==> config.mk <==
export PLATFORM = sky130hd
export DESIGN_NAME = reg_demux_timeout
export DESIGN_NICKNAME = d
export VERILOG_FILES = /design/src/rtl/reg_demux_pkg.sv /design/src/rtl/reg_demux_addr_decode.sv /design/src/rtl/reg_demux_timeout.sv
export SDC_FILE = /design/constraint.sdc
export NUM_CORES = 1
export LEC_CHECK = 0
export BUFFER_PORTS_ARGS = -buffer_cell sky130_fd_sc_hd__buf_2
export CAP_MARGIN = 10
export CORE_AREA = 2 2 205 207
export CTS_CLUSTER_SIZE = 12
export DETAILED_ROUTE_END_ITERATION = 10
export DIE_AREA = 0 0 207 209
export GPL_ROUTABILITY_DRIVEN = 0
export GPL_TIMING_DRIVEN = 0
export PLACE_DENSITY = 0.37
export RECOVER_POWER = 100
export SETUP_SLACK_MARGIN = 0.05
export SYNTH_ARGS = -nofsm -noshare
export SYNTH_HDL_FRONTEND = slang
export SYNTH_SLANG_ARGS = --single-unit
==> constraint.sdc <==
create_clock -name clk_i -period 5.75 [get_ports clk_i]
set_clock_uncertainty 0.1 [all_clocks]
set_input_delay 0.2875 -clock clk_i [delete_from_list [all_inputs] [get_ports clk_i]]
set_output_delay 0.2875 -clock clk_i [all_outputs]
set_load 0.02 [all_outputs]
==> src/rtl/reg_demux_pkg.sv <==
// reg_demux_pkg: FSM state type and index-width helper shared by the register demux.
package reg_demux_pkg;
  typedef enum logic [1:0] {IDLE, FWD, ERR} state_e;
  function automatic int idx_w(input int n);
    return (n > 1) ? $clog2(n) : 1;
  endfunction
endpackage

==> src/rtl/reg_demux_addr_decode.sv <==
// reg_demux_addr_decode: address-to-port decode; lowest hitting index wins.
//   addr : request address
//   hit  : some port matches (addr & PortMask[i]) == PortBase[i]
//   idx  : lowest matching port index (0 when no hit)
module reg_demux_addr_decode import reg_demux_pkg::*; #(
  parameter int NoPorts = 4,
  parameter int AW = 32,
  parameter logic [NoPorts-1:0][AW-1:0] PortBase = '0,
  parameter logic [NoPorts-1:0][AW-1:0] PortMask = '0,
  localparam int IW = idx_w(NoPorts)
) (
  input  logic [AW-1:0] addr,
  output logic          hit,
  output logic [IW-1:0] idx
);
  // Scan downward so the lowest-index match is written last and wins.
  always_comb begin
    hit = 1'b0;
    idx = '0;
    for (int i = NoPorts - 1; i >= 0; i--)
      if ((addr & PortMask[i]) == PortBase[i]) begin
        hit = 1'b1;
        idx = IW'(i);
      end
  end
endmodule

==> src/rtl/reg_demux_timeout.sv <==
// reg_demux_timeout: 1:N register-bus demux with registered request, decode-miss and timeout error replies.
//   clk_i, rst_i        : clock, synchronous active-high reset
//   in_req_*_i          : initiator request (addr, write, wdata, wstrb, valid)
//   in_rsp_*_o          : initiator response (rdata, error, ready)
//   out_req_*_o [N]     : per-target requests
//   out_rsp_*_i [N]     : per-target responses
//   decerr_o, timeout_o : one-cycle pulses in the error-reply cycle
//   busy_o              : transaction in progress
module reg_demux_timeout import reg_demux_pkg::*; #(
  parameter int NoPorts = 4,
  parameter int AW = 32,
  parameter int DW = 32,
  parameter logic [NoPorts-1:0][AW-1:0] PortBase = '0,
  parameter logic [NoPorts-1:0][AW-1:0] PortMask = '0,
  parameter int TimeoutCycles = 256
) (
  input  logic                            clk_i,
  input  logic                            rst_i,
  input  logic [AW-1:0]                   in_req_addr_i,
  input  logic                            in_req_write_i,
  input  logic [DW-1:0]                   in_req_wdata_i,
  input  logic [DW/8-1:0]                 in_req_wstrb_i,
  input  logic                            in_req_valid_i,
  output logic [DW-1:0]                   in_rsp_rdata_o,
  output logic                            in_rsp_error_o,
  output logic                            in_rsp_ready_o,
  output logic [NoPorts-1:0][AW-1:0]      out_req_addr_o,
  output logic [NoPorts-1:0]              out_req_write_o,
  output logic [NoPorts-1:0][DW-1:0]      out_req_wdata_o,
  output logic [NoPorts-1:0][DW/8-1:0]    out_req_wstrb_o,
  output logic [NoPorts-1:0]              out_req_valid_o,
  input  logic [NoPorts-1:0][DW-1:0]      out_rsp_rdata_i,
  input  logic [NoPorts-1:0]              out_rsp_error_i,
  input  logic [NoPorts-1:0]              out_rsp_ready_i,
  output logic                            decerr_o,
  output logic                            timeout_o,
  output logic                            busy_o
);
  localparam int IW = idx_w(NoPorts);
  localparam int CW = idx_w(TimeoutCycles + 1);
  localparam logic [CW-1:0] CntLast = CW'(TimeoutCycles - 1);
  state_e          state, state_n;
  logic [IW-1:0]   sel, idx;
  logic [CW-1:0]   cnt;
  logic            hit, tmo, sel_ready, tmo_hit;
  logic [AW-1:0]   p_addr;
  logic            p_write;
  logic [DW-1:0]   p_wdata;
  logic [DW/8-1:0] p_wstrb;
  reg_demux_addr_decode #(
    .NoPorts(NoPorts), .AW(AW), .PortBase(PortBase), .PortMask(PortMask)
  ) u_dec (
    .addr(in_req_addr_i), .hit(hit), .idx(idx)
  );
  assign sel_ready = out_rsp_ready_i[sel];
  assign tmo_hit   = (TimeoutCycles != 0) && (cnt == CntLast);
  assign busy_o    = state != IDLE;
  assign decerr_o  = (state == ERR) && !tmo;
  assign timeout_o = (state == ERR) && tmo;
  always_ff @(posedge clk_i) begin
    if (rst_i) begin
      state   <= IDLE;
      sel     <= '0;
      cnt     <= '0;
      tmo     <= 1'b0;
      p_addr  <= '0;
      p_write <= 1'b0;
      p_wdata <= '0;
      p_wstrb <= '0;
    end else begin
      state <= state_n;
      if (state == IDLE && in_req_valid_i && hit) begin
        sel     <= idx;
        cnt     <= '0;
        p_addr  <= in_req_addr_i;
        p_write <= in_req_write_i;
        p_wdata <= in_req_wdata_i;
        p_wstrb <= in_req_wstrb_i;
      end else if (state == FWD && !sel_ready && cnt != '1) begin
        cnt <= cnt + 1'b1;
      end
      // Remember why we are entering ERR: from FWD means timeout, from IDLE means decode miss.
      if (state_n == ERR) tmo <= (state == FWD);
    end
  end
  // A target ready in the same cycle as the timeout threshold still completes the transfer.
  always_comb begin
    state_n = (state == IDLE) ? (in_req_valid_i ? (hit ? FWD : ERR) : IDLE) :
              (state == FWD)  ? (sel_ready ? IDLE : (tmo_hit ? ERR : FWD)) : IDLE;
    out_req_valid_o = '0;
    out_req_addr_o  = '0;
    out_req_write_o = '0;
    out_req_wdata_o = '0;
    out_req_wstrb_o = '0;
    in_rsp_ready_o  = (state == ERR) || ((state == FWD) && sel_ready);
    in_rsp_error_o  = (state == ERR) || ((state == FWD) && out_rsp_error_i[sel]);
    in_rsp_rdata_o  = (state == FWD) ? out_rsp_rdata_i[sel] : '0;
    if (state == FWD) begin
      out_req_valid_o[sel] = 1'b1;
      out_req_addr_o[sel]  = p_addr;
      out_req_write_o[sel] = p_write;
      out_req_wdata_o[sel] = p_wdata;
      out_req_wstrb_o[sel] = p_wstrb;
    end
  end
endmodule
==> summary.md <==
| Metric | Value |
|---|---|
| Drt first pass iters | 4 |
| Ys flop type | dfxtp_1 |
| Final layout net count | 1338 |
| Synth area leader | dfxtp_1 |
| Initial antenna violation count | 1 |
| CP max stage cell | clkbuf_1 |
| Synth top area share | 0.312 |
| List of cells traversed by the critical path | nor2b_1 > clkbuf_1 > clkbuf_1 > clkbuf_1 > and2_1 > clkbuf_1 |
| Max Cap Violations | 0 |
| Worst Setup EP | out_req_wdata_o[24] |
| Initial drt markers | 96 |
| R2R Path End | p_wdata[28] |
| CP required | 5.36 ns |
| Vias in the first global route | 4669 |
| Clock Path Buffers | 2 |
| Antenna-violating nets left | 0 |
| Pin count of the biggest net entering global routing | 15 |
| Setup Viol. Count Final | 0 |
| Tmin final | 3.52 ns |
| Sink Count | 81 |
| CP Launch Type | flip-flop |
| Yosys warning count | 0 |
| Overflow after GRT | 0 |
| Post-CTS Setup Bufs | 0 |
| CTS tree | done |
| Worst r2r src | state[1] |
| CORE AREA | 41300 µm² |
| CP delay by family, top | buffers and inverters |
| Worst-margin pin slew | 0.873 ns |
| IO Port Bufs | 211 |
| Critical Path Source | state[0] |
| P&R area growth vs syn | 52.8% |
| VDD IR max | 135 µV |
| Slew HR | 0.418 |
| Fin. max-slew vios | 0 |
| Post-synthesis instance area | 5190 µm² |
| CP endpoint kind | primary output |
| Post-synth EDFFs | 0 |
| CTS clk-pin slew, worst paths | 0.07 ns |
| Clk Latency, worst-skew pair | 0.36 ns |
| CP peak stage delay | 0.66 ns |
| Post-CTS Resized | 0 |
| Most frequent cell after synthesis | buf_4 |
| Flip-flop and latch count after synthesis | 81 |
| Cell count after synthesis | 695 |
| Outcome | completed |
| DRC Markers | 0 |
| Stages on the worst setup path | 6 |
| Starting density of the core | 0.126 |
| First-pass GRT wire length | 27.4 mm |
| Most used cell, CP | clkbuf_1 |
| Fill cells | 4784 |
| Sequential fraction of the synthesis area | 0.312 |
| Average size of a mapped cell | 7.47 µm² |
| FMAX | 284 MHz |
| DIE WIDTH | 207 µm |
| Routed wire per std cell | 11.1 µm |
| WHS Path Cells | 3 |
| Lkg Pwr | 4.10 nW |
| Final hold violations | 0 |
| RSZ-0062 raised after global routing | false |
| Via density | 3.03 |
| HP Class | in -> reg |
| Htree depth | 3 |
| Hold Buf Count CTS | 0 |
| Most frequent cells after synthesis | buf_4, nand2_1, and2_1 |
| Dpl hpwl | 15.0 mm |
| Synth cell types | 29 |
| CP Buf/Inv Count | 4 |
| Drt total wl | 18.5 mm |
| Asr flop ratio synth | 0 |
| PnR worst setup slack | 2.23 ns |
| All-Layer GR Usage | 0.0842 |
| Antenna diode count | 0 |
| FF-to-FF path depth | 6 |
| WP data arrival | 3.14 ns |
| CTS root buffer | clkbuf_16 |
| Worst Setup Path Type | reg -> out |
| Top post-synthesis cells by area | dfxtp_1, buf_4, and2_1 |
| Final Cycle Share | 0.613 |
| FP Rows | 75 |
| Pwr/cell area | 203 nW/µm² |
| Cts bufs inserted | 9 |
| Overall Power | 1.61 mW |
| # IOs | 525 |
| CP max FO | 10 |
| Die Y | 209 µm |
| Setup tns final | 0 ns |
| Die area | 43300 µm² |
| Fin util | 0.192 |
| Total number of vias | 5065 |
| Share of layout cells above drive strength 1 | 0.348 |
| Place WS | 2.42 ns |
| Flop-to-flop setup slack | 3.21 ns |
==> power by group <==
group / switching [mW] / internal [mW]
Combinational: 0.277 / 0.170
Sequential: 0.0127 / 0.590
Clock: 0.264 / 0.294
Total: 0.554 / 1.05
==> routing by layer <==
layer | wire length, µm | GRT usage
met5 | 16 | 0
met4 | 172 | 0.0217
met3 | 1600 | 0.0346
met2 | 9640 | 0.157
met1 | 7060 | 0.0864
==> state kept, by name, summed over array words and instances (netlist names) <==
| name | count |
|---|---|
| state | 2 |
| p_write | 1 |
| p_wstrb | 4 |
| p_addr | 32 |
| tmo | 1 |
| p_wdata | 32 |
| cnt | 9 |
==> how the worst min path moves through the flow <==
stage	from	to	slack, ns
final	in_req_wdata_i[7]	p_wdata[7]	0.06
after global routing	in_req_wdata_i[17]	p_wdata[17]	0.04
after CTS	in_req_wdata_i[17]	p_wdata[17]	0.03
after detailed placement	p_wdata[27]	p_wdata[27]	0.34
after global placement	p_wdata[27]	p_wdata[27]	0.34
after floorplan	in_req_addr_i[0]	p_addr[0]	0.32
==> layout make-up <==
cell class	instances	area, µm²	share of cell area
Inverter	4	15.0	0.00189
Buffer	248	1720	0.217
Multi-Input combinational cell	571	2620	0.330
Clock inverter	6	42.5	0.00536
Sequential cell	81	1620	0.204
Tap cell	539	674	0.0850
Clock buffer	10	229	0.0289
Timing Repair Buffer	212	1010	0.127
==> cells in the final DEF, fill, tap and decap left out, types with 4 or more instances in the layout <==
cell,n
buf_4,210
conb_1,210
buf_2,164
nand2_1,142
clkbuf_1,85
dfxtp_1,81
a21oi_1,76
and2_0,60
and2_1,42
clkbuf_16,9
nor2_1,5
inv_1,4
nand3_1,4
==> cell families (layout without fill, tap and decap cells) <==
family                     after synthesis  count (layout)  share of synthesized area
and+or+nand+nor                        270             270                      0.256
buffers and inverters                  252             480                      0.335
AOI/OAI and AO/OA                       86              86                     0.0858
DFF                                     81              81                      0.312
adders and majority gates                3               3                    0.00723
other                                    1             210                   0.000723
xor gates and xnor gates                 1               1                    0.00169
muxes                                    1               1                    0.00193
==> per-stage QoR <==
step           hold slack, ns  cell area [µm²]  instances
6_report               0.0590             7930       1671
5_1_grt                0.0371             7930       1671
4_1_cts                0.0296             7990       1671
3_5_place_dp            0.342             7720       1655
3_3_place_gp            0.337             7700       1654
2_1_floorplan           0.323             5970        904
==> worst min-delay path, stage by stage <==
cell and delay [ns]:
buf_2 0.09, nand2_1 0.04, a21oi_1 0.05
Note: power is estimated with default switching activity, not from simulation.
